### src/rtl/reg_pkg.sv
// rtl/reg_pkg.sv - shared types and constants for the register-file write arbiter
package reg_pkg;

    // Arbiter operating state: zero sweep after reset/clear, then normal arbitration.
    typedef enum logic {
        S_CLEAR = 1'b0,
        S_RUN   = 1'b1
    } arb_state_t;

    localparam int REG_NREGS = 32;
    localparam int REG_AW    = 5;
    localparam int REG_DW    = 32;
    localparam int REG_ZERO  = 31;
    localparam int REG_MAX_WAIT = 8;

    // Width needed to hold a saturating count up to max_wait inclusive.
    function automatic int starve_width(input int max_wait);
        return (max_wait < 1) ? 1 : $clog2(max_wait + 1);
    endfunction

endpackage

### src/rtl/reg_clear_seq.sv
// rtl/reg_clear_seq.sv - zero-sweep address pointer with hardwired-zero skip
import reg_pkg::*;

module reg_clear_seq #(
    parameter int NREGS    = REG_NREGS,
    parameter int AW       = REG_AW,
    parameter int ZERO_REG = REG_ZERO
) (
    input  logic          clk,
    input  logic          rst,
    input  logic          restart_i,
    input  logic          adv_i,
    output logic [AW-1:0] ptr_o,
    output logic          last_o
);

    localparam logic [AW-1:0] ZERO_IDX = AW'(ZERO_REG);
    localparam logic [AW-1:0] LAST_IDX = AW'(NREGS - 2);

    logic [AW-1:0] ptr_q;
    logic [AW-1:0] ptr_d;
    logic [AW-1:0] ptr_inc;

    // Next pointer: restart wins, otherwise step past the hardwired-zero index.
    always_comb begin
        ptr_d   = ptr_q;
        ptr_inc = ptr_q + AW'(1);
        if (ptr_inc == ZERO_IDX) begin
            ptr_inc = ptr_inc + AW'(1);
        end
        if (restart_i) begin
            ptr_d = '0;
        end else if (adv_i) begin
            ptr_d = ptr_inc;
        end
    end

    // Pointer register.
    always_ff @(posedge clk or posedge rst) begin
        if (rst) begin
            ptr_q <= '0;
        end else begin
            ptr_q <= ptr_d;
        end
    end

    assign ptr_o  = ptr_q;
    // High while the pointer holds the final writable index of the sweep.
    assign last_o = (ptr_q == LAST_IDX);

endmodule

### src/rtl/reg_write_arbiter.sv
// rtl/reg_write_arbiter.sv - register-file write port owner: zero sweep plus wb/debug arbitration (optional REG_WR_STATS_EN)
import reg_pkg::*;

module reg_write_arbiter #(
    parameter int NREGS    = REG_NREGS,
    parameter int AW       = REG_AW,
    parameter int DW       = REG_DW,
    parameter int ZERO_REG = REG_ZERO,
    parameter int MAX_WAIT = REG_MAX_WAIT
) (
    input  logic          clk,
    input  logic          rst,
    input  logic          clr_req,
    input  logic          wb_valid,
    output logic          wb_ready,
    input  logic [AW-1:0] wb_addr,
    input  logic [DW-1:0] wb_data,
    input  logic          dbg_valid,
    output logic          dbg_ready,
    input  logic [AW-1:0] dbg_addr,
    input  logic [DW-1:0] dbg_data,
    output logic          rf_we,
    output logic [AW-1:0] rf_wa,
    output logic [DW-1:0] rf_wd,
    output logic          init_done
`ifdef REG_WR_STATS_EN
    ,
    output logic [31:0]   stat_wb_cnt,
    output logic [31:0]   stat_dbg_cnt,
    output logic [31:0]   stat_drop_cnt
`endif
);

    localparam int              SW       = starve_width(MAX_WAIT);
    localparam logic [SW-1:0]   STARVE_MAX = SW'(MAX_WAIT);
    localparam logic [AW-1:0]   ZERO_IDX = AW'(ZERO_REG);

    arb_state_t    state_q;
    logic [SW-1:0] starve_q;
    logic [SW-1:0] starve_d;
    logic          rf_we_q;
    logic [AW-1:0] rf_wa_q;
    logic [DW-1:0] rf_wd_q;
    logic          init_done_q;

    logic          in_run;
    logic          force_dbg;
    logic          wb_acc;
    logic          dbg_acc;
    logic          clr_now;
    logic [AW-1:0] seq_ptr;
    logic          seq_last;

    reg_clear_seq #(
        .NREGS    (NREGS),
        .AW       (AW),
        .ZERO_REG (ZERO_REG)
    ) u_clear_seq (
        .clk       (clk),
        .rst       (rst),
        .restart_i (clr_now),
        .adv_i     (state_q == S_CLEAR),
        .ptr_o     (seq_ptr),
        .last_o    (seq_last)
    );

    // Ready/accept decode: a pending clear blocks both sides, force hands the port to debug.
    always_comb begin
        in_run    = (state_q == S_RUN);
        clr_now   = in_run && clr_req;
        force_dbg = in_run && (starve_q == STARVE_MAX) && dbg_valid;
        wb_ready  = in_run && !clr_req && !force_dbg;
        dbg_ready = in_run && !clr_req && (force_dbg || !wb_valid);
        wb_acc    = wb_valid && wb_ready;
        dbg_acc   = dbg_valid && dbg_ready;
    end

    // Starvation count: grows while debug waits, saturates, clears on accept or idle.
    always_comb begin
        starve_d = starve_q;
        if (!in_run || clr_req || dbg_acc || !dbg_valid) begin
            starve_d = '0;
        end else if (starve_q != STARVE_MAX) begin
            starve_d = starve_q + SW'(1);
        end
    end

    // Main FSM with registered write-port and status outputs.
    always_ff @(posedge clk or posedge rst) begin
        if (rst) begin
            state_q     <= S_CLEAR;
            starve_q    <= '0;
            rf_we_q     <= 1'b0;
            rf_wa_q     <= '0;
            rf_wd_q     <= '0;
            init_done_q <= 1'b0;
        end else begin
            starve_q <= starve_d;
            case (state_q)
                S_CLEAR: begin
                    rf_we_q <= 1'b1;
                    rf_wa_q <= seq_ptr;
                    rf_wd_q <= '0;
                    if (seq_last) begin
                        state_q     <= S_RUN;
                        init_done_q <= 1'b1;
                    end
                end
                S_RUN: begin
                    if (clr_req) begin
                        state_q     <= S_CLEAR;
                        init_done_q <= 1'b0;
                        rf_we_q     <= 1'b0;
                    end else if (wb_acc) begin
                        rf_we_q <= (wb_addr != ZERO_IDX);
                        rf_wa_q <= wb_addr;
                        rf_wd_q <= wb_data;
                    end else if (dbg_acc) begin
                        rf_we_q <= (dbg_addr != ZERO_IDX);
                        rf_wa_q <= dbg_addr;
                        rf_wd_q <= dbg_data;
                    end else begin
                        rf_we_q <= 1'b0;
                    end
                end
                default: begin
                    state_q <= S_CLEAR;
                    rf_we_q <= 1'b0;
                end
            endcase
        end
    end

    assign rf_we     = rf_we_q;
    assign rf_wa     = rf_wa_q;
    assign rf_wd     = rf_wd_q;
    assign init_done = init_done_q;

`ifdef REG_WR_STATS_EN
    logic [31:0] stat_wb_q;
    logic [31:0] stat_dbg_q;
    logic [31:0] stat_drop_q;
    logic        drop_acc;

    assign drop_acc = (wb_acc && (wb_addr == ZERO_IDX)) || (dbg_acc && (dbg_addr == ZERO_IDX));

    // Accept counters; wrap naturally and restart when a soft clear is taken.
    always_ff @(posedge clk or posedge rst) begin
        if (rst) begin
            stat_wb_q   <= '0;
            stat_dbg_q  <= '0;
            stat_drop_q <= '0;
        end else if (clr_now) begin
            stat_wb_q   <= '0;
            stat_dbg_q  <= '0;
            stat_drop_q <= '0;
        end else begin
            if (wb_acc) begin
                stat_wb_q <= stat_wb_q + 32'd1;
            end
            if (dbg_acc) begin
                stat_dbg_q <= stat_dbg_q + 32'd1;
            end
            if (drop_acc) begin
                stat_drop_q <= stat_drop_q + 32'd1;
            end
        end
    end

    assign stat_wb_cnt   = stat_wb_q;
    assign stat_dbg_cnt  = stat_dbg_q;
    assign stat_drop_cnt = stat_drop_q;
`endif

endmodule

### config.mk
export PLATFORM = sky130hd
export DESIGN_NAME = reg_write_arbiter
export DESIGN_NICKNAME = d
export VERILOG_FILES = /design/src/rtl/reg_pkg.sv /design/src/rtl/reg_clear_seq.sv /design/src/rtl/reg_write_arbiter.sv
export SDC_FILE = /design/constraint.sdc
export NUM_CORES = 1
export LEC_CHECK = 0
export BUFFER_PORTS_ARGS = -buffer_cell sky130_fd_sc_hd__buf_2
export CAP_MARGIN = 5
export CORE_MARGIN = 2
export CORE_UTILIZATION = 27
export CTS_CLUSTER_DIAMETER = 120
export DETAILED_ROUTE_END_ITERATION = 8
export SLEW_MARGIN = 15
export SYNTH_ARGS = -nofsm -noshare
export SYNTH_HDL_FRONTEND = slang
export SYNTH_SLANG_ARGS = --single-unit
### constraint.sdc
create_clock -name clk -period 1.85 [get_ports clk]
set_clock_uncertainty 0.15 [all_clocks]
set_input_delay 0.2775 -clock clk [delete_from_list [all_inputs] [get_ports clk]]
set_output_delay 0.2775 -clock clk [all_outputs]
set_load 0.05 [all_outputs]
After elaboration in Yosys (flattened, before gate mapping)
Index checks and enable logic that the tools add are counted.
Widths: inputs -> output; s select.
{"block": "op_classes", "n_addsub": 3, "n_mul": 0, "div_mod_pow": 0, "order_cmp": 0, "eq_ne": 11, "shifts": 0, "mux": 23, "n_bitwise": 1, "reduce_logical": 20}
{"operator": "$mux 32", "n": 3}
{"operator": "$pmux 32 s2", "n": 1}
{"operator": "$mux 5", "n": 6}
{"operator": "$add 5x1->5 const B", "n": 2}
{"operator": "$eq 5x5->1 const B", "n": 2}
{"operator": "$ne 5x5->1 const B", "n": 2}
{"operator": "$pmux 5 s2", "n": 1}
{"operator": "$logic_and 1x1->1", "n": 8}
{"operator": "$mux 4", "n": 2}
{"operator": "$mux 1", "n": 7}
{"operator": "$ne 2x2->1 const B", "n": 3}
{"operator": "$pmux 1 s2", "n": 3}
{"operator": "$logic_not 1->1", "n": 5}
{"operator": "$add 4x1->4 const B", "n": 1}
{"operator": "$eq 4x4->1 const B", "n": 1}
{"operator": "$logic_or 1x1->1", "n": 4}
{"operator": "$ne 4x4->1 const B", "n": 1}
{"operator": "$reduce_and 2->1", "n": 2}
{"operator": "$ne 3x1->1 const B", "n": 1}
{"operator": "$ne 2x1->1 const B", "n": 1}
{"operator": "$reduce_bool 2->1", "n": 1}
{"operator": "$not 1->1", "n": 1}
{"block": "totals", "ff_bits": 49, "latchBits": 0, "ram_bits": 0, "romBits": 0, "out_inout_bits": 41, "mem_count": 0}

Depth between registers and ports, before layout
{"block": "logic_depth", "depth_word": 10, "depth_mapped": 8}

Cells and area by module
A second synthesis with hierarchy kept.
{"block": "hier_totals", "hier_cells": 276, "hier_area_um2": 2812.7}
{"module": "reg_write_arbiter", "instances": 1, "cells_each": 229, "area_each_um2": 2386.0, "seq_area_each_um2": 1101.1}
{"module": "reg_clear_seq", "instances": 1, "cells_each": 47, "area_each_um2": 426.7, "seq_area_each_um2": 125.1}

Worst setup path before layout
Ideal clock, no wire load.
{"block": "synth_path", "path_kind": "register to output", "start": "register starve_q[0]", "end": "output port wb_ready", "arrival_ns": 1.727, "required_time_ns": 1.422, "slack_ns": -0.304, "path_stages_with_launch": 6, "path_buffers": 1, "cell_sequence": "dfrtp_1 > inv_1 > ha_1 > and3b_1 > buf_6 > a31oi_1"}
{"block": "synth_between", "elab_chain_len": 5}
{"item": "start, declared", "line_no": "reg_write_arbiter.sv:39", "source": "logic [SW-1:0] starve_q;"}
{"item": "start signal, assigned", "line_no": "reg_write_arbiter.sv:98", "source": "starve_q <= starve_d;"}
{"item": "$eq 4x4->1", "line_no": "reg_write_arbiter.sv:71", "source": "force_dbg = in_run && (starve_q == STARVE_MAX) && dbg_valid;"}
{"item": "$logic_and 1x1->1 (2 in series)", "line_no": "reg_write_arbiter.sv:71"}
{"item": "$logic_not 1->1", "line_no": "reg_write_arbiter.sv:72", "source": "wb_ready = in_run && !clr_req && !force_dbg;"}
{"item": "$logic_and 1x1->1", "line_no": "reg_write_arbiter.sv:72"}
{"item": "end, declared", "line_no": "reg_write_arbiter.sv:15", "source": "output logic wb_ready,"}
No other way between the ends.

Worst setup path in the final report
{"block": "layout_path", "start": "register starve_q[0]", "end": "register rf_wd_q[29] (netlist: rf_wd[29])"}
{"block": "layout_between", "elab_chain_len": 9, "word_cells_on_any_way": 14}
{"item": "$eq 4x4->1 *", "line_no": "reg_write_arbiter.sv:71"}
{"item": "$logic_and 1x1->1 * (2 in series)", "line_no": "reg_write_arbiter.sv:71"}
{"item": "$logic_not 1->1", "line_no": "reg_write_arbiter.sv:72"}
{"item": "$logic_and 1x1->1", "line_no": "reg_write_arbiter.sv:72"}
{"item": "$logic_and 1x1->1", "line_no": "reg_write_arbiter.sv:74", "source": "wb_acc = wb_valid && wb_ready;"}
{"item": "$mux 32", "line_no": "reg_write_arbiter.sv:114", "source": "end else if (wb_acc) begin"}
{"item": "$mux 32", "line_no": "reg_write_arbiter.sv:110", "source": "if (clr_req) begin"}
{"item": "$pmux 32 s2", "line_no": "reg_write_arbiter.sv:99", "source": "case (state_q)"}
{"item": "end signal, assigned", "line_no": "reg_write_arbiter.sv:117", "source": "rf_wd_q <= wb_data;"}
{"item": "end signal, assigned", "line_no": "reg_write_arbiter.sv:121", "source": "rf_wd_q <= dbg_data;"}
{"item": "end, declared", "line_no": "reg_write_arbiter.sv:43", "source": "logic [DW-1:0] rf_wd_q;"}
Mark *: on every way between the ends. The rest lies on a longest branch, timed or not. The select of a mux whose other input is x is not followed.
A chain may end at the register's enable or synchronous reset.

==> flow_summary.toml <==
[run_status]
status = "complete, but fails checks"
violations = "setup timing"

[detailed_routing]
drc = 0
dr.pass1.iters = 5
drtIter0Drc = 56
wl_per_cell_um = 14.1
ant_nets = 0
drt_wl_total_mm = 7.53
vias_per_cell = 4.76
vias = 2552

[floorplanning]
num_rows = 35
die_h_um = 102
core_mm2 = 0.00928
dieArea_mm2 = 0.0104
initial_utilization_pct = 28.0
num_io_pins = 120
die_w_um = 102

[setup_path]
crit_chain = "inv_2 -> ha_4 -> and3b_2 -> buf_6 -> a2111oi_4 -> buf_6 -> clkbuf_16 -> o221ai_1 -> nand2_1"
cp.required_ns = 1.94
criticalPathCategory = "flip-flop to flip-flop"
cpMostUsedCell = "buf_6"
crit_path_top_delay_cell = "dfrtp_1"
setup.worst_path.end_class = "flip-flop"
start_kind = "flip-flop"
critical_path_arrival_ns = 2.07
worstPathMaxFanout = 8
ff2ff_path_depth = 9
cpPeakStageDelay_ns = 0.37

[timing]
tightest_slew_ns = 0.457
period_needed_ns = 1.98
fin_hold_ws_ns = 0.0849
fmax_ghz = 0.505
setup_violations = 39
fin_ws_ns = -0.132
relSlewSlack_pct = 69.4
slew_violations = 0
fin_crit_sh_pct = 107
rsz0062_at_grt = "yes"
hold_viol = 0

[synth]
ys_seq_elements = 49
ys_types = 41
syn_area_per_cell_um2 = 9.75
syn_inst = 267
async_flop_share_pct = 100
syn_nets = 352
yosysWarnings = 0
synth_ff_type = "dfrtp_1"
synth_top_area_share_pct = 47.1
yosysSeqAreaShare_pct = 47.1
synth_top_cell_by_area = "dfrtp_1"
synth_area_leaders = "dfrtp_1 47%, nand2_1 10%, o221ai_1 7.4%"
synth_area_mm2 = 0.00260
synth_edf_count = 0

[final_layout]
syn_to_final_growth_pct = 48.1
nets = 491
final_common_cell = "buf_2"
drive_gt1_share_pct = 47.4
mostFrequentLayoutCells = "117 x buf_2, 70 x nand2_1, 47 x dfrtp_1"
nFillCells = 948
antenna_cells = 0

[place]
numPortBuffers = 119
pre_cts_slack_ns = -0.108
dp_hpwl_mm = 5.37
gp_congestion = 0.821

[global_route]
grt_first_pass_wirelength_mm = 11.6
grt_pass1_vias = 2393
grt_use_total_pct = 14.0
antenna_found_initial = 0
overflow = 0
grt_max_degree = 50

[run]
maxCapViolations = 0

[worst_hold_path]
hold_depth = 3
hp-class = "input port to flip-flop"

[pwr]
power_uw = 3720
power.density_mw_per_mm2 = 966
max-vdd-ir-drop_v = 0.000614
power_leakage_uw = 0.00197

[clock_tree]
cts_buffers = 5
cts_tree = "done"
path_clk_slew_ns = 0.09
cts_buffer_depth = 2
htreeDepth = 2
clkLatencyLatePin_ns = 0.30
cts_sinks = 49
root_buffer = "clkbuf_8"
==> Yosys cell counts, types with 2 or more instances <==
cell type	n
nand2_1	70
dfrtp_1	49
o221ai_1	22
nor2_1	13
o21ai_0	10
o221ai_2	10
a21oi_1	9
buf_2	8
clkbuf_1	6
ha_1	6
inv_1	6
nand3_1	6
mux2i_1	5
buf_6	4
xnor2_1	4
nand3b_1	3
nor3_1	3
o22ai_1	3
o31ai_1	3
a31oi_1	2
and3_1	2
and3b_1	2
nor4_1	2
xor2_1	2
==> critical path: cells and delay by family (launching register included) <==
family	cells	cell delay [ns]
buffers and inverters	4	0.53
DFF	1	0.37
AOI/OAI and AO/OA	2	0.40
and+or+nand+nor	2	0.32
adders and majority gates	1	0.16
==> state kept, by name (all words and copies together), names as in the netlist <==
| name | flops |
|---|---|
| rf_wd | 32 |
| rf_wa | 5 |
| u_clear_seq.ptr_o | 5 |
| starve_q | 4 |
| in_run | 1 |
| init_done | 1 |
| rf_we | 1 |
==> layer usage <==
metal	wire [µm]	global-route usage, %	part of all wire [%]
met4	42	3.08	0.56
met1	3250	17.2	43
met5	0	0	0
met2	3850	25.3	51
met3	385	2.67	5.1
==> worst paths after layout <==
path | start | end | slack (ns)
worst max register to register | starve_q[0] | rf_wd[29] | -0.13
worst max-delay path | starve_q[0] | rf_wd[29] | -0.13
min in group asynchronous | rst | rf_wd[24] | 0.42
max in group asynchronous | rst | u_clear_seq.ptr_o[0] | 0.89
worst min-delay path | dbg_data[20] | rf_wd[20] | 0.08
worst min register to register | rf_wd[5] | rf_wd[5] | 0.32
==> cell type report <==
cell class / count / area (µm²) / share of cell area [%]
clock inverter: 1 / 30.0 / 0.779
inverter: 7 / 26.3 / 0.682
sequential: 49 / 1230 / 31.9
tap: 129 / 161 / 4.19
multi-input combinational: 191 / 1370 / 35.4
clock buffer: 7 / 86.3 / 2.24
timing repair buffer: 152 / 957 / 24.8
==> what timing repair did <==
item                                   in CTS  in global routing
gates resized for setup                    16                 17
pin swaps                                   4                 17
buffers inserted                            5                  3
gates cloned                                0                  2
setup endpoints to repair                  41                 44
hold buffers                                1                  0
endpoints found under the hold margin      49                  0
==> cell families after synthesis <==
group	synth area share (%)
simple gates	16.9
compound gates	23.2
flops	47.1
buf+inv	5.96
xor+xnor	2.02
fa+ha+maj	2.88
mux	1.92
==> power by group <==
group	switching (µW)	internal, µW	total, µW
Combinational	952	604	1560
Sequential	151	1230	1380
Clock	349	441	791
Total	1450	2270	3720
==> metrics by stage <==
stage / setup TNS [ns] / util (%) / cells / cell area (µm²)
final: -3.71 / 41.5 / 536 / 3850
after global routing: -7.76 / 41.5 / 536 / 3850
after CTS: -3.51 / 40.1 / 531 / 3720
after detailed placement: -0.916 / 37.6 / 517 / 3490
after global placement: -0.226 / 37.6 / 517 / 3490
after floorplan: -0.0434 / - / 267 / 2630
No activity file was read; power rests on OpenSTA's default activity.
